[src/rtl/pet_io_pkg.sv]
// Shared types and board defaults for the pet feeder I/O blocks.
// Actuator FSM states, 50 MHz timing defaults, counter sizing helper.
package pet_io_pkg;

  typedef enum logic [1:0] {
    IDLE,
    ON,
    GAP
  } act_state_t;

  // 0.5 s on, 0.25 s off at the 50 MHz board clock
  localparam int unsigned ON_CYCLES_DFLT  = 25_000_000;
  localparam int unsigned GAP_CYCLES_DFLT = 12_500_000;

  // Width able to hold max(a,b)-1; never below one bit
  function automatic int unsigned cnt_w(
    input int unsigned a,
    input int unsigned b
  );
    int unsigned m;
    m = (a > b) ? a : b;
    return (m < 2) ? 1 : $clog2(m);
  endfunction

endpackage

[src/rtl/rise_detect.sv]
// Rising-edge detector for a level already synchronous to clk.
// Ports: clk, reset (sync, high), in (level), out_edge (in & ~last in).
module rise_detect (
  input  logic clk,
  input  logic reset,
  input  logic in,
  output logic out_edge
);

  logic q;

  // Resets high so a level held through reset is not seen as an edge
  always_ff @(posedge clk) begin
    if (reset) q <= 1'b1;
    else       q <= in;
  end

  assign out_edge = in & ~q;

endmodule

[src/rtl/actuator_pulse.sv]
// Fixed on-time / minimum off-time pulse driver with request queue.
// Ports: clk, reset, trigger, cancel -> out, busy, pending, done, overflow.
module actuator_pulse
  import pet_io_pkg::*;
#(
  parameter int unsigned ON_CYCLES   = ON_CYCLES_DFLT,
  parameter int unsigned GAP_CYCLES  = GAP_CYCLES_DFLT,
  parameter int unsigned MAX_PENDING = 3,
  localparam int unsigned PW = $clog2(MAX_PENDING + 1)
) (
  input  logic          clk,
  input  logic          reset,
  input  logic          trigger,
  input  logic          cancel,
  output logic          out,
  output logic          busy,
  output logic [PW-1:0] pending,
  output logic          done,
  output logic          overflow
);

  localparam int unsigned CW = cnt_w(ON_CYCLES, GAP_CYCLES);
  localparam logic [CW-1:0] ON_LD  = CW'(ON_CYCLES - 1);
  localparam logic [CW-1:0] GAP_LD = CW'(GAP_CYCLES - 1);
  localparam logic [PW-1:0] PMAX   = PW'(MAX_PENDING);

  act_state_t    state_q, state_n;
  logic [CW-1:0] cnt_q, cnt_n;
  logic [PW-1:0] pend_n;
  logic          done_n, ovf_n;
  logic          rise, last, enq;

  rise_detect u_rise (
    .clk      (clk),
    .reset    (reset),
    .in       (trigger),
    .out_edge (rise)
  );

  assign last = (cnt_q == '0);

  always_comb begin
    state_n = state_q;
    cnt_n   = cnt_q;
    pend_n  = pending;
    done_n  = 1'b0;
    ovf_n   = 1'b0;
    enq     = 1'b0;
    unique case (state_q)
      IDLE: begin
        if (rise && !cancel) begin
          state_n = ON;
          cnt_n   = ON_LD;
        end
      end
      ON: begin
        enq = 1'b1;
        if (last) begin
          state_n = GAP;
          cnt_n   = GAP_LD;
          done_n  = !cancel;
        end else begin
          cnt_n = cnt_q - CW'(1);
        end
      end
      GAP: begin
        if (!last) begin
          cnt_n = cnt_q - CW'(1);
          enq   = 1'b1;
        end else if (rise && !cancel) begin
          // Edge replaces the dequeued request: count unchanged
          state_n = ON;
          cnt_n   = ON_LD;
        end else if (pending != '0) begin
          state_n = ON;
          cnt_n   = ON_LD;
          pend_n  = pending - PW'(1);
        end else begin
          state_n = IDLE;
        end
      end
      default: state_n = IDLE;
    endcase
    // Abort always restarts a full off-time and wins over any edge
    if (cancel && state_q != IDLE) begin
      state_n = GAP;
      cnt_n   = GAP_LD;
      pend_n  = '0;
    end else if (enq && rise) begin
      if (pending == PMAX) ovf_n  = 1'b1;
      else                 pend_n = pending + PW'(1);
    end
  end

  always_ff @(posedge clk) begin
    if (reset) begin
      state_q  <= IDLE;
      cnt_q    <= '0;
      pending  <= '0;
      out      <= 1'b0;
      busy     <= 1'b0;
      done     <= 1'b0;
      overflow <= 1'b0;
    end else begin
      state_q  <= state_n;
      cnt_q    <= cnt_n;
      pending  <= pend_n;
      out      <= (state_n == ON);
      busy     <= (state_n != IDLE);
      done     <= done_n;
      overflow <= ovf_n;
    end
  end

endmodule

[config.mk]
export PLATFORM = sky130hd
export DESIGN_NAME = actuator_pulse
export DESIGN_NICKNAME = d
export VERILOG_FILES = /design/src/rtl/pet_io_pkg.sv /design/src/rtl/rise_detect.sv /design/src/rtl/actuator_pulse.sv
export SDC_FILE = /design/constraint.sdc
export NUM_CORES = 1
export LEC_CHECK = 0
export BUFFER_PORTS_ARGS = -buffer_cell sky130_fd_sc_hd__clkbuf_2
export CAP_MARGIN = 0
export CORE_UTILIZATION = 55
export DETAILED_ROUTE_END_ITERATION = 8
export PLACE_DENSITY = 0.68
export SLEW_MARGIN = 10
export SYNTH_ARGS = -nofsm -noshare
export SYNTH_HDL_FRONTEND = slang
export SYNTH_HIERARCHICAL = 1
export SYNTH_SLANG_ARGS = --single-unit
export TNS_END_PERCENT = 50
[constraint.sdc]
create_clock -name clk -period 2.7 [get_ports clk]
set_input_delay 0.135 -clock clk [delete_from_list [all_inputs] [get_ports clk]]
set_output_delay 0.135 -clock clk [all_outputs]
set_load 0.05 [all_outputs]
; ---- Word level (Yosys, flattened, before mapping)
; Index checks and enable logic that the tools add are counted.
[classes]
bitwise_logic = 5
n_reduce_logical = 16
muxes = 23
n_eq_ne = 8
add_sub_neg = 3
[op_table]
columns = operator, count
row1 = 2-to-1 mux 25 bit, 5
row2 = one-hot mux 25 bit (3 select lines), 1
row3 = logical NOT 25 bit, 1
row4 = subtractor 25 x 1 -> 25 bit (second input constant), 1
row5 = 2-to-1 mux 24 bit, 1
row6 = 2-to-1 mux 2 bit, 10
row7 = one-hot mux 2 bit (3 select lines), 1
row8 = AND reduction 3 bit, 2
row9 = nonzero test 2 bit, 3
row10 = OR reduction 3 bit, 2
row11 = inequality test 5 bit (second input constant), 1
row12 = equality test 2 x 1 -> 1 bit (second input constant), 2
row13 = equality test 2 bit (second input constant), 2
row14 = 2-to-1 mux 1 bit, 4
row15 = inequality test 4 bit (second input constant), 1
row16 = NOT 1 bit, 4
row17 = nonzero test 4 bit, 1
row18 = logical AND 1 bit, 3
row19 = inequality test 3 bit (second input constant), 1
row20 = nonzero test 3 bit, 1
row21 = adder 2 x 1 -> 2 bit (second input constant), 1
row22 = logical NOT 2 bit, 1
row23 = inequality test 2 bit (second input constant), 1
row24 = one-hot mux 1 bit (2 select lines), 1
row25 = other kinds (4), 4
[totals]
word_cells = 64
input_bits = 4
output_inout_bits = 6
register_bits = 34

; ---- Logic depth before layout (Yosys ltp)
; Gate-level depths: netlist (run 1).
[logic_depth]
ltp_word = 8
ltp_mapped = 9
depth_no_buf = 7

; ---- By module
; The synthesis (run 1) kept the hierarchy.
[by_module_without_submodules]
columns = module, cells_per_inst, n_inst, seq_area_each_um2, area_per_inst_um2
row1 = actuator_pulse, 286, 1, 660.6, 2356.0
row2 = rise_detect, 3, 1, 20.0, 32.5

; ---- Least setup slack after synthesis (run 1)
; No wires, ideal clock.
[synth_timing]
path_kind = reg2reg
start = reg pending[0]
end = reg cnt_q[0]
t_required_ps = 2581
arrival_time_ps = 1965
synth_period_minus_slack_ps = 2084
path_stages_with_launch = 8
setup_time_ps = 119
path_buffers = 2
setup_slack_ps = 616
cell_sequence = dfxtp_1 -> clkbuf_1 -> or2_1 -> nor4b_1 -> a31oi_1 -> or2_1 -> buf_2 -> o221a_1
[synth_via]
elab_chain_len = 3
[synth_lines]
columns = item, line
row1 = from (decl), actuator_pulse.sv:17  ; output logic [PW-1:0] pending,
row2 = from (signal assigned), actuator_pulse.sv:107  ; pending <= pend_n;
row3 = nonzero test 2 bit, actuator_pulse.sv:74  ; end else if (pending != '0) begin
row4 = inequality test 5 bit (no line), -
row5 = AND reduction 3 bit (no line), -
row6 = to (signal assigned), actuator_pulse.sv:106  ; cnt_q <= cnt_n;
row7 = to (decl), actuator_pulse.sv:28  ; logic [CW-1:0] cnt_q, cnt_n;
; No other way between the ends.
; A chain may end at the register's enable or synchronous reset.

; ---- Final worst setup path (run 1)
[layout_timing]
start = reg cnt_q[0]
end = reg cnt_q[14]
[layout_via]
elab_chain_len = 3
word_cells_on_any_way = 7
classes_between = add/sub (1) / eq/ne (1) / mux (3) / reduce/logical (2)
[layout_lines]
columns = item, line
row1 = subtractor 25 x 1 -> 25 bit / logical NOT 25 bit (equally long branches), "actuator_pulse.sv:63, actuator_pulse.sv:68, actuator_pulse.sv:40"
row2 = "2-to-1 mux 25 bit, or another cell as far along", actuator_pulse.sv:67  ; if (!last) begin
row3 = one-hot mux 25 bit (3 select lines) / AND reduction 3 bit (equally long branches), -
; Several ways; a longest one is shown, not always the timed one.

==> metrics.txt, run 1 <==
# TYPE chip_impl_metric gauge
chip_impl_metric{name="grt_max_degree",unit=""} 21
chip_impl_metric{name="ctsHtreeMaxLevel",unit=""} 2
chip_impl_metric{name="critPathMaxStageDelay",unit="ns"} 0.41
chip_impl_info{name="synth.area.top_cells",value="dfxtp_1, a21oi_1, ha_1"} 1
chip_impl_metric{name="worst_hold_depth",unit=""} 2
chip_impl_metric{name="synthArstFlopShare",unit=""} 0
chip_impl_metric{name="slew_violations",unit=""} 0
chip_impl_info{name="ys_dominant_reg_cell",value="dfxtp_1"} 1
chip_impl_metric{name="antenna_found_initial",unit=""} 0
chip_impl_metric{name="drv.max_cap_violation_count",unit=""} 0
chip_impl_metric{name="floorplan.rows",unit=""} 23
chip_impl_metric{name="die-area",unit="mm²"} 0.00461
chip_impl_info{name="run_status",value="complete, no violations"} 1
chip_impl_metric{name="synthesis.instances",unit=""} 289
chip_impl_info{name="cts_tree",value="yes"} 1
chip_impl_metric{name="avg_synthesized_cell_area",unit="µm²"} 8.26
chip_impl_metric{name="cts_resized",unit=""} 0
chip_impl_metric{name="fin_crit",unit="ns"} 2.41
chip_impl_metric{name="cts_buffers",unit=""} 5
chip_impl_metric{name="antenna-diode-count",unit=""} 0
chip_impl_metric{name="flow.area_growth_from_synthesis",unit="%"} 9.85
chip_impl_metric{name="synth_enable_flop_cells",unit=""} 0
chip_impl_info{name="endpoint_with_the_worst_hold_slack",value="u_rise/q"} 1
chip_impl_metric{name="floorplan.initialDensity",unit=""} 0.585
chip_impl_metric{name="io_buffers",unit=""} 9
chip_impl_metric{name="clock_tree.buffer_depth",unit=""} 2
chip_impl_metric{name="global_route.usage.total",unit=""} 0.321
chip_impl_info{name="cpLargestDelayFamily",value="simple AND/OR/NAND/NOR gates"} 1
chip_impl_info{name="grt_setup_unrepaired",value="false"} 1
chip_impl_metric{name="route.vias.total",unit=""} 2428
chip_impl_metric{name="ant_nets",unit=""} 0
chip_impl_metric{name="drtIter0Drc",unit=""} 250
chip_impl_info{name="critical_path.reg2reg.endpoint",value="cnt_q[14]"} 1
chip_impl_metric{name="fin_skew",unit="ns"} 0.00533
chip_impl_metric{name="post_cts_hold_buffer_count",unit=""} 0
chip_impl_metric{name="mappedNetlistArea",unit="mm²"} 0.00239
chip_impl_metric{name="areal_power_density_over_the_cells",unit="mW/mm²"} 868
chip_impl_metric{name="worst_ep_required_time",unit="ns"} 2.87
chip_impl_metric{name="yosysTopAreaCellShare",unit=""} 0.285
chip_impl_metric{name="route.final.wire_length",unit="mm"} 6.72
chip_impl_metric{name="fin_area",unit="mm²"} 0.00262
chip_impl_metric{name="setup_ws_post_layout",unit="ns"} 0.293
chip_impl_info{name="critPathCaptureType",value="flop"} 1
chip_impl_metric{name="cts_setup_buffers",unit=""} 0
chip_impl_metric{name="synth.yosys.seq_area_share",unit=""} 0.285
chip_impl_metric{name="worstSkewPairLatency",unit="ns"} 0.28
chip_impl_metric{name="reg2regPathDepth",unit=""} 7
chip_impl_metric{name="min_period_over_period",unit=""} 0.891
chip_impl_metric{name="ioPinCount",unit=""} 10
chip_impl_metric{name="layout_cell_share_with_drive_strength_beyond_1",unit=""} 0.132
chip_impl_metric{name="synth.net_count",unit=""} 300
chip_impl_metric{name="yosysWarnings",unit=""} 6
chip_impl_info{name="worst_path_max_delay_cell",value="a2111oi_0"} 1
chip_impl_metric{name="drt_drc_violations_left",unit=""} 0
chip_impl_metric{name="relSlewSlack",unit=""} 0.543
chip_impl_metric{name="place_ws",unit="ns"} 0.296
chip_impl_info{name="criticalPathCategory",value="reg -> reg"} 1
chip_impl_metric{name="reg2reg_slack",unit="ns"} 0.29
chip_impl_metric{name="routedWlPerCell",unit="µm"} 19.0
chip_impl_metric{name="setup_tns",unit="ns"} 0
chip_impl_metric{name="nets",unit=""} 315
chip_impl_metric{name="post_drt_via_cell_ratio",unit=""} 6.88
chip_impl_metric{name="cp_num_buf_inv",unit=""} 1
chip_impl_metric{name="tightest_slew",unit="ns"} 0.686
chip_impl_metric{name="fp.coreArea",unit="mm²"} 0.00409
chip_impl_metric{name="critPathArrivalTime",unit="ns"} 2.57
chip_impl_metric{name="placed_cell_area",unit="mm²"} 0.00254
chip_impl_metric{name="yosys_register_bits",unit=""} 34
chip_impl_metric{name="grt_pass1_wl",unit="mm"} 10.8
chip_impl_metric{name="timing.fmax",unit="MHz"} 416
chip_impl_metric{name="power.static_leakage",unit="nW"} 0.940
chip_impl_metric{name="cp_max_fo",unit=""} 8
chip_impl_metric{name="peakVddDrop",unit="µV"} 480
chip_impl_metric{name="setup_viol",unit=""} 0
chip_impl_info{name="min-delay-path-class",value="in -> reg"} 1
chip_impl_metric{name="width_of_the_chip",unit="µm"} 67.9
chip_impl_metric{name="grt_remaining_overflow",unit=""} 0
chip_impl_metric{name="place_hpwl",unit="mm"} 4.99
chip_impl_info{name="synth_largest_area_cell",value="dfxtp_1"} 1
chip_impl_info{name="r2r_start",value="cnt_q[0]"} 1
chip_impl_metric{name="chipHeight",unit="µm"} 67.9
chip_impl_info{name="clock_tree.root_cell",value="clkbuf_8"} 1
chip_impl_metric{name="synth_cell_type_count",unit=""} 56
chip_impl_info{name="holdCritStartpoint",value="trigger"} 1
chip_impl_metric{name="totalPowerFinal",unit="mW"} 2.28
chip_impl_metric{name="first_global_vias",unit=""} 2077
chip_impl_metric{name="drt_pass1_iterations",unit=""} 5
chip_impl_metric{name="cts.sinks",unit=""} 34
chip_impl_metric{name="worst_setup_hold_path_clk_slew",unit="ns"} 0.07
chip_impl_metric{name="place_congestion",unit=""} 1.01
chip_impl_metric{name="final_hold_violation_count",unit=""} 0
chip_impl_info{name="crit_path_cell_trace",value="inv_1 > ha_1 > nor3b_1 > nand2_1 > nor4_1 > o211ai_1 > a2111oi_0"} 1
chip_impl_info{name="worst_setup_path_start_kind",value="flop"} 1
==> worst max path at each step <==
stage	start	end	slack [ns]	depth (start not counted)
CTS	cnt_q[0]	cnt_q[14]	0.28	7
finish	cnt_q[0]	cnt_q[14]	0.29	7
floorplan	pending[0]	cnt_q[0]	0.62	7
global placement	cnt_q[0]	cnt_q[14]	0.14	7
global route	cnt_q[0]	cnt_q[14]	0.01	7
detailed placement	cnt_q[0]	cnt_q[14]	0.30	7
==> registers in the layout, summed over array words and instances (netlist names), named ones only <==
| register | count |
|---|---|
| state_q | 2 |
| u_rise/q | 1 |
| cnt_q | 25 |
| busy | 1 |
| pending | 1 |
| overflow | 1 |
| done | 1 |
| out | 1 |
==> layout make-up <==
type / instances / area [µm²]
clock buffer: 6 / 82.6
fill: 344 / 1460
inverter: 14 / 52.6
multi-input combinational: 226 / 1600
tap: 50 / 62.6
timing repair buffer: 23 / 150
sequential: 34 / 681
==> cells by family (layout without fill, tap and decap cells) <==
kind of cell / after synthesis / in the layout / synth area share
compound gates: 95 / 95 / 0.299
simple gates: 118 / 118 / 0.310
fa+ha+maj: 7 / 7 / 0.0367
buf+inv: 29 / 43 / 0.0471
flops: 34 / 34 / 0.285
xor+xnor: 6 / 6 / 0.0220
==> synthesized netlist by cell type, drive strengths merged (2+ instances only) <==
cell and count:
nor3 13, and4 6, o211ai 2, a211oi 10, clkbuf 12, o31ai 7, nor2b 5, o21bai 3
a221oi 3, o311ai 3, nand3b 3, or4 2, nand2b 7, or3 6, a21oi 22, nor2 14
a21o 3, a31oi 7, o21ai 8, or2 5, nor3b 5, o22ai 4, inv 14, nand4 11
dfxtp 34, xnor2 6, o2111a 6, nand3 9, and2 4, o221a 5, a41oi 2, nand2 13
nor4 12, ha 7, a311oi 2, buf 3, a2111oi 2
==> layout by cell type (no fill, tap or decap), types with 10 or more instances in the layout <==
cell,netlist,layout
inv_1,14,14
buf_4,0,14
dfxtp_1,34,34
a211oi_1,10,10
nand2_1,13,13
nor2_1,14,14
nor3_1,13,13
a21oi_1,22,22
nand4_1,10,10
==> metal layers <==
metal	share of wire	vias to the layer above	wire length [µm]	global-route usage
li1	-	1172	-	-
met4	0.021	0	144	0.117
met5	0	-	0	0
met1	0.49	1127	3300	0.473
met2	0.41	111	2780	0.449
met3	0.075	18	503	0.0700
==> stage by stage <==
stage / hold slack [ns] / std cells / util
finish: 0.0374 / 353 / 0.642
global route: 0.0533 / 353 / 0.642
CTS: 0.0342 / 353 / 0.642
detailed placement: 0.332 / 347 / 0.622
global placement: 0.331 / 347 / 0.622
floorplan: 0.232 / 289 / -
==> where the power goes <==
group          total [mW]  leakage [nW]  switching, mW  internal [mW]
Clock               0.370        0.0431          0.173          0.196
Combinational        1.27         0.620          0.832          0.433
Sequential          0.643         0.276         0.0806          0.562
Total                2.28         0.940           1.09           1.19
No activity file was read; power rests on OpenSTA's default activity.
==> run 2, diff against run 1 <==
SETUP_SLACK_MARGIN = 0.4   (was unset)
==> run 2 against run 1 <==
Power is 4.1% higher. Final cell count grew 1.4%. Clock power hardly changed. Worst setup slack improved by 0.20 ns. First-iteration DRC count increased by 12%. Register-to-register slack gained 0.20 ns. Sequential cell count unchanged. Clock skew grew 0.00055 ns. Sequential power about the same. Critical path type unchanged. Highest routed layer unchanged.
==> metrics.txt, run 2 (same netlist as run 1, synthesis figures left out) <==
# TYPE chip_impl_metric gauge
chip_impl_metric{name="place_congestion",unit=""} 1.01
chip_impl_metric{name="setup_ws_post_layout",unit="ns"} 0.494
chip_impl_metric{name="cp_max_fo",unit=""} 10
chip_impl_info{name="criticalPathCategory",value="reg -> reg"} 1
chip_impl_info{name="layout_common_cells",value="dfxtp_1, a21oi_1, buf_4"} 1
chip_impl_metric{name="placed_cell_area",unit="mm²"} 0.00254
chip_impl_metric{name="sw_frac_of_total",unit=""} 0.474
chip_impl_metric{name="reg2regPathDepth",unit=""} 6
chip_impl_info{name="critical_path.reg2reg.endpoint",value="cnt_q[20]"} 1
chip_impl_metric{name="timing.fmax",unit="MHz"} 453
chip_impl_metric{name="relSlewSlack",unit=""} 0.620
chip_impl_metric{name="global_route.usage.total",unit=""} 0.322
chip_impl_metric{name="fin_crit",unit="ns"} 2.21
chip_impl_info{name="largest_registers_ranked_by_flip_flop_count",value="cnt_q x25, state_q x2"} 1
chip_impl_metric{name="min_period_over_period",unit=""} 0.817
chip_impl_metric{name="areal_power_density_over_the_cells",unit="mW/mm²"} 877
chip_impl_metric{name="clock_tree.buffer_depth",unit=""} 2
chip_impl_metric{name="setup_tns",unit="ns"} 0
chip_impl_metric{name="layout_cell_share_with_drive_strength_beyond_1",unit=""} 0.172
chip_impl_info{name="critical_path.startpoint",value="state_q[1]"} 1
chip_impl_metric{name="flow.area_growth_from_synthesis",unit="%"} 13.2
chip_impl_metric{name="io_buffers",unit=""} 9
chip_impl_metric{name="route.final.wire_length",unit="mm"} 6.94
chip_impl_metric{name="peakVddDrop",unit="µV"} 480
chip_impl_metric{name="finalCoreUtilization",unit=""} 0.662
chip_impl_metric{name="intPower",unit="mW"} 1.25
chip_impl_metric{name="drv.max_cap_violation_count",unit=""} 0
chip_impl_metric{name="grt_remaining_overflow",unit=""} 0
chip_impl_metric{name="worst_hold_depth",unit=""} 2
chip_impl_metric{name="drtIter0Drc",unit=""} 281
chip_impl_metric{name="tightest_slew",unit="ns"} 0.565
chip_impl_metric{name="fin_skew",unit="ns"} 0.00589
chip_impl_metric{name="antenna_found_initial",unit=""} 0
chip_impl_metric{name="post_drt_via_cell_ratio",unit=""} 6.92
chip_impl_metric{name="worst_setup_hold_path_clk_slew",unit="ns"} 0.07
chip_impl_metric{name="first_global_vias",unit=""} 2103
chip_impl_info{name="critPathCaptureType",value="flop"} 1
chip_impl_metric{name="power.static_leakage",unit="nW"} 0.975
chip_impl_metric{name="critPathArrivalTime",unit="ns"} 2.39
chip_impl_info{name="layout.cells.most_common",value="dfxtp_1"} 1
chip_impl_info{name="cts_tree",value="yes"} 1
chip_impl_metric{name="ant_nets",unit=""} 0
chip_impl_metric{name="seq_power_share",unit=""} 0.272
chip_impl_metric{name="chipHeight",unit="µm"} 67.9
chip_impl_metric{name="clock_group_share_of_total_power",unit=""} 0.157
chip_impl_metric{name="fp.coreArea",unit="mm²"} 0.00409
chip_impl_metric{name="routedWlPerCell",unit="µm"} 19.4
chip_impl_metric{name="cts_buffers",unit=""} 5
chip_impl_metric{name="drt_pass1_iterations",unit=""} 5
chip_impl_info{name="min-delay-path-class",value="in -> reg"} 1
chip_impl_metric{name="floorplan.rows",unit=""} 23
chip_impl_info{name="grt_setup_unrepaired",value="true"} 1
chip_impl_metric{name="antenna-diode-count",unit=""} 0
chip_impl_metric{name="worst_ep_required_time",unit="ns"} 2.89
chip_impl_metric{name="ctsHtreeMaxLevel",unit=""} 2
chip_impl_metric{name="width_of_the_chip",unit="µm"} 67.9
chip_impl_metric{name="nets",unit=""} 320
chip_impl_info{name="r2r_start",value="state_q[1]"} 1
chip_impl_metric{name="fin_area",unit="mm²"} 0.00270
chip_impl_metric{name="floorplan.initialDensity",unit=""} 0.585
chip_impl_info{name="run_status",value="complete, no violations"} 1
chip_impl_metric{name="final.hold.worst_slack",unit="ns"} 0.0352
chip_impl_metric{name="route.vias.total",unit=""} 2479
chip_impl_metric{name="largest_reg_flops",unit=""} 25
chip_impl_metric{name="final.fill_count",unit=""} 327
chip_impl_metric{name="final_hold_violation_count",unit=""} 0
chip_impl_metric{name="cts.sinks",unit=""} 34
chip_impl_metric{name="drt_drc_violations_left",unit=""} 0
chip_impl_metric{name="power_switching",unit="mW"} 1.12
chip_impl_info{name="clock_tree.root_cell",value="clkbuf_8"} 1
chip_impl_metric{name="place_ws",unit="ns"} 0.296
chip_impl_info{name="top_register",value="cnt_q"} 1
chip_impl_metric{name="slew_violations",unit=""} 0
chip_impl_metric{name="pwr-share-comb",unit=""} 0.571
chip_impl_metric{name="worstSkewPairLatency",unit="ns"} 0.29
chip_impl_info{name="worst_setup_path_start_kind",value="flop"} 1
chip_impl_metric{name="setup_viol",unit=""} 0
chip_impl_metric{name="ioPinCount",unit=""} 10
chip_impl_metric{name="place_hpwl",unit="mm"} 4.99
chip_impl_info{name="worstSetupEndpoint",value="cnt_q[20]"} 1
chip_impl_metric{name="grt_max_degree",unit=""} 21
chip_impl_metric{name="die-area",unit="mm²"} 0.00461
chip_impl_metric{name="grt_pass1_wl",unit="mm"} 10.9
chip_impl_metric{name="reg2reg_slack",unit="ns"} 0.49
## run 2: area by class of cell
class / count / area (µm²) / share of cell area
Clock buffer: 6 / 82.6 / 0.0305
Timing Repair Buffer: 28 / 188 / 0.0694
Tap cell: 50 / 62.6 / 0.0231
Inverter: 14 / 52.6 / 0.0194
Multi-Input combinational cell: 226 / 1640 / 0.606
Sequential cell: 34 / 681 / 0.252
## run 2: how the worst min path moves through the flow
stage	from	endpoint	slack (ns)
floorplan	reset	u_rise/q	0.23
global placement	trigger	u_rise/q	0.33
detailed placement	trigger	u_rise/q	0.33
CTS	trigger	u_rise/q	0.03
global route	trigger	u_rise/q	0.05
finish	trigger	u_rise/q	0.04
## run 2: power groups by stage
stage	logic [mW]	registers [mW]	clock network, mW
after floorplan	0.885	0.660	0
after global placement	1.23	0.649	0
after detailed placement	1.22	0.651	0
after CTS	1.23	0.639	0.384
after global routing	1.47	0.653	0.391
final	1.35	0.646	0.371
## run 2: timing repair
| item | 4_1_cts | 5_1_grt |
|---|---|---|
| buffers inserted | 0 | 5 |
| pin swaps | 1 | 2 |
| endpoints found under the setup margin | 1 | 23 |
| endpoints found under the hold margin | 0 | 0 |
| gates resized for setup | 2 | 8 |
| hold buffers | 0 | 0 |
## run 2: metal layers
| metal | share of wire | vias to the layer above | wire (µm) | track usage |
|---|---|---|---|---|
| met4 | 0.020 | 0 | 140 | 0.117 |
| li1 | - | 1175 | - | - |
| met1 | 0.47 | 1149 | 3280 | 0.469 |
| met5 | 0 | - | 0 | 0 |
| met2 | 0.42 | 137 | 2920 | 0.457 |
| met3 | 0.087 | 18 | 602 | 0.0700 |
## run 2: critical path, stage by stage, from the launching register on
cell and delay [ns]:
dfxtp_1 0.46, inv_1 0.11, ha_1 0.31, o311a_2 0.55, nand2_1 0.24, nor2_1 0.14, a221oi_1 0.30
## run 2: per-stage QoR
step                      power [mW]  cells
after floorplan                 1.54    289
after global placement          1.88    347
after detailed placement        1.87    347
after CTS                       2.25    353
after global routing            2.51    358
final                           2.37    358
==> run 3, diff against run 2 <==
ABC_AREA = 1   (was unset)
clock period = 2.2 ns   (was 2.7 ns; I/O delays follow)
==> run 3 against run 2 <==
Clock skew up 0.0029 ns. Hold slack worse by 0.0091 ns. Final cell count up 44%. Clock power up 18%. Global-route usage down 3.7 points. Register-to-register slack worse by 0.06 ns. Count of clock-buffer cells in the layout up 1. Utilization up 4.5 points. Die area up 6.1%. Critical path type unchanged.
==> metrics.txt, run 3 <==
# TYPE chip_impl_metric gauge
chip_impl_info{name="run_status",value="complete, no violations"} 1
chip_impl_metric{name="peakVddDrop",unit="µV"} 522
chip_impl_metric{name="nets",unit=""} 473
chip_impl_info{name="min-delay-path-class",value="in -> reg"} 1
chip_impl_metric{name="worst_ep_required_time",unit="ns"} 2.41
chip_impl_metric{name="grt_max_degree",unit=""} 21
chip_impl_metric{name="first_global_vias",unit=""} 2422
chip_impl_metric{name="grt_remaining_overflow",unit=""} 0
chip_impl_metric{name="yosysTopAreaCellShare",unit=""} 0.268
chip_impl_metric{name="tightest_slew",unit="ns"} 0.578
chip_impl_metric{name="relSlewSlack",unit=""} 0.614
chip_impl_info{name="layout_common_cells",value="nand2_1, nor2_1, inv_1"} 1
chip_impl_info{name="most_frequent_cells_after_synthesis",value="nand2_1, nor2_1, inv_1"} 1
chip_impl_info{name="cts_tree",value="yes"} 1
chip_impl_info{name="yosysMostFrequentCell",value="nand2_1"} 1
chip_impl_metric{name="drt_pass1_iterations",unit=""} 5
chip_impl_info{name="largest_registers_ranked_by_flip_flop_count",value="cnt_q x25, state_q x2"} 1
chip_impl_metric{name="multi_input_comb_area",unit="mm²"} 0.00181
chip_impl_metric{name="floorplan.rows",unit=""} 24
chip_impl_metric{name="fin_area",unit="mm²"} 0.00310
chip_impl_info{name="ys_dominant_reg_cell",value="dfxtp_1"} 1
chip_impl_info{name="worst_path_max_delay_cell",value="dfxtp_2"} 1
chip_impl_metric{name="avg_synthesized_cell_area",unit="µm²"} 5.99
chip_impl_metric{name="fin_crit",unit="ns"} 1.77
chip_impl_metric{name="route.vias.total",unit=""} 2809
chip_impl_metric{name="synthesis.instances",unit=""} 424
chip_impl_metric{name="flow.area_growth_from_synthesis",unit="%"} 22.0
chip_impl_metric{name="number_of_cells_in_the_finished_layout_apart_from_fillers",unit=""} 514
chip_impl_metric{name="areal_power_density_over_the_cells",unit="mW/mm²"} 1220
chip_impl_metric{name="reg2reg_slack",unit="ns"} 0.43
chip_impl_metric{name="slew_violations",unit=""} 0
chip_impl_metric{name="cts_buffers",unit=""} 5
chip_impl_metric{name="setup_tns",unit="ns"} 0
chip_impl_metric{name="setup_viol",unit=""} 0
chip_impl_metric{name="ant_nets",unit=""} 0
chip_impl_metric{name="place_hpwl",unit="mm"} 5.06
chip_impl_info{name="critPathCaptureType",value="flop"} 1
chip_impl_info{name="synth.area.top_cells",value="dfxtp_1, nand2_1, nor2_1"} 1
chip_impl_metric{name="place_ws",unit="ns"} 0.252
chip_impl_info{name="critical_path.startpoint",value="cnt_q[17]"} 1
chip_impl_metric{name="worstSkewPairLatency",unit="ns"} 0.29
chip_impl_metric{name="clock_tree.buffer_depth",unit=""} 2
chip_impl_metric{name="final.fill_count",unit=""} 392
chip_impl_metric{name="fin_skew",unit="ns"} 0.00877
chip_impl_metric{name="drv.max_cap_violation_count",unit=""} 0
chip_impl_metric{name="synth.net_count",unit=""} 435
chip_impl_metric{name="placed_cell_area",unit="mm²"} 0.00266
chip_impl_info{name="crit_path_cell_trace",value="nor2_4 > nand2_2 > nor2_4 > buf_4 > nand3_2 > buf_4 > nand2_1 > nand2_1 > nand2_1 > nand3_1 > a21oi_2"} 1
chip_impl_metric{name="synth_cell_type_count",unit=""} 28
chip_impl_metric{name="finalCoreUtilization",unit=""} 0.707
chip_impl_metric{name="yosysWarnings",unit=""} 6
chip_impl_metric{name="critPathArrivalTime",unit="ns"} 1.98
chip_impl_metric{name="largest_reg_flops",unit=""} 25
chip_impl_metric{name="min_period_over_period",unit=""} 0.803
chip_impl_metric{name="reg2regPathDepth",unit=""} 11
chip_impl_info{name="crit_top_cell",value="nand2_1"} 1
chip_impl_metric{name="die-area",unit="mm²"} 0.00489
chip_impl_info{name="critical_path.reg2reg.endpoint",value="cnt_q[1]"} 1
chip_impl_metric{name="antenna-diode-count",unit=""} 0
chip_impl_info{name="worstSetupEndpoint",value="cnt_q[1]"} 1
chip_impl_info{name="synth_largest_area_cell",value="dfxtp_1"} 1
chip_impl_metric{name="antenna_found_initial",unit=""} 0
chip_impl_info{name="criticalPathCategory",value="reg -> reg"} 1
chip_impl_metric{name="timing.fmax",unit="MHz"} 566
chip_impl_metric{name="yosys_register_bits",unit=""} 34
chip_impl_metric{name="power.static_leakage",unit="nW"} 1.58
chip_impl_metric{name="width_of_the_chip",unit="µm"} 70.0
chip_impl_metric{name="critPathMaxStageDelay",unit="ns"} 0.36
chip_impl_metric{name="chipHeight",unit="µm"} 70.0
chip_impl_info{name="top_register",value="cnt_q"} 1
chip_impl_metric{name="setup_ws_post_layout",unit="ns"} 0.434
chip_impl_metric{name="layout_cell_share_with_drive_strength_beyond_1",unit=""} 0.262
chip_impl_metric{name="place_congestion",unit=""} 0.882
chip_impl_metric{name="ctsHtreeMaxLevel",unit=""} 2
chip_impl_info{name="r2r_start",value="cnt_q[17]"} 1
chip_impl_metric{name="worst_setup_hold_path_clk_slew",unit="ns"} 0.07
chip_impl_metric{name="floorplan.initialDensity",unit=""} 0.579
chip_impl_metric{name="drt_drc_violations_left",unit=""} 0
chip_impl_metric{name="mappedNetlistArea",unit="mm²"} 0.00254
chip_impl_info{name="worst_setup_path_start_kind",value="flop"} 1
chip_impl_metric{name="area_used_by_sequential_logic_in_the_layout",unit="µm²"} 699
chip_impl_metric{name="io_buffers",unit=""} 9
chip_impl_metric{name="synthArstFlopShare",unit=""} 0
chip_impl_metric{name="synth_enable_flop_cells",unit=""} 0
chip_impl_metric{name="place_inst",unit=""} 486
chip_impl_info{name="grt_setup_unrepaired",value="true"} 1
chip_impl_metric{name="ioPinCount",unit=""} 10
chip_impl_metric{name="fp.coreArea",unit="mm²"} 0.00438
chip_impl_metric{name="routedWlPerCell",unit="µm"} 14.0
chip_impl_metric{name="cts.sinks",unit=""} 34
chip_impl_metric{name="cp_max_fo",unit=""} 7
chip_impl_metric{name="route.final.wire_length",unit="mm"} 7.20
chip_impl_metric{name="final_hold_violation_count",unit=""} 0
chip_impl_metric{name="synth.yosys.seq_area_share",unit=""} 0.268
chip_impl_metric{name="post_drt_via_cell_ratio",unit=""} 5.46
chip_impl_metric{name="global_route.usage.total",unit=""} 0.285
chip_impl_metric{name="grt_pass1_wl",unit="mm"} 11.0
chip_impl_info{name="layout.cells.most_common",value="nand2_1"} 1
chip_impl_metric{name="drtIter0Drc",unit=""} 189
chip_impl_info{name="clock_tree.root_cell",value="clkbuf_8"} 1
-- run 3: changes by cell type in the layout (fill, tap and decap cells not counted), sizes merged, moves of 6 or more --
cell    change
o21ai      +13
nor2       +88
a211oi     -10
nand2     +111
or3         -6
nand3      +27
and4        -6
nor3        -8
nor4       -12
inv        +43
nand2b      -7
o2111a      -6
a31oi       -7
o31ai       -7
-- run 3: critical path, delay by kind of cell, from the launching register on --
family | cells | cell delay (ns)
AOI/OAI and AO/OA | 1 | 0.16
DFF | 1 | 0.36
and+or+nand+nor | 8 | 0.81
buffers and inverters | 2 | 0.35
-- run 3: cells by family after synthesis --
logic type / share of synthesized area
xor gates and xnor gates: 0.0138
AOI/OAI and AO/OA: 0.0897
DFF: 0.268
buffers and inverters: 0.100
adders and majority gates: 0.0345
and+or+nand+nor: 0.494
-- run 3: worst min path at each step --
stage,start,endpoint,slack (ns),cells past startpoint
3_3_place_gp,trigger,u_rise/q,0.31,3
4_1_cts,cancel,done,0.02,2
3_5_place_dp,trigger,u_rise/q,0.32,3
6_report,cancel,done,0.03,2
2_1_floorplan,reset,cnt_q[1],0.17,1
5_1_grt,cancel,done,0.03,2
-- run 3: per-layer routing --
layer,track usage,wire length (µm)
met5,0,0
met1,0.357,3070
met2,0.483,3640
met4,0.120,134
met3,0.0433,365
-- run 3: layout make-up --
cell class / instances / area share
multi-input cells: 331 / 0.586
repair buffers: 32 / 0.0715
well taps: 52 / 0.0210
clock buffers: 7 / 0.0246
repair inverters: 1 / 0.00162
inverters: 57 / 0.0699
flip-flops and latches: 34 / 0.226
-- run 3: power breakdown --
group / switching [mW] / internal (mW)
clock: 0.221 / 0.218
sequential: 0.152 / 0.734
combinational: 1.54 / 0.911
-- run 3: per-stage QoR --
step / power [mW] / hold slack [ns]
floorplan: 2.44 / 0.172
detailed placement: 2.89 / 0.322
finish: 3.78 / 0.0261
CTS: 3.39 / 0.0235
global route: 4.07 / 0.0304
global placement: 2.88 / 0.313
-- run 3: timing repair --
item / in CTS / in global routing
buffers inserted: 2 / 14
setup endpoints to repair: 29 / 32
hold buffers: 0 / 0
resized for setup: 7 / 59
cloned: 0 / 5
pin swaps: 1 / 19
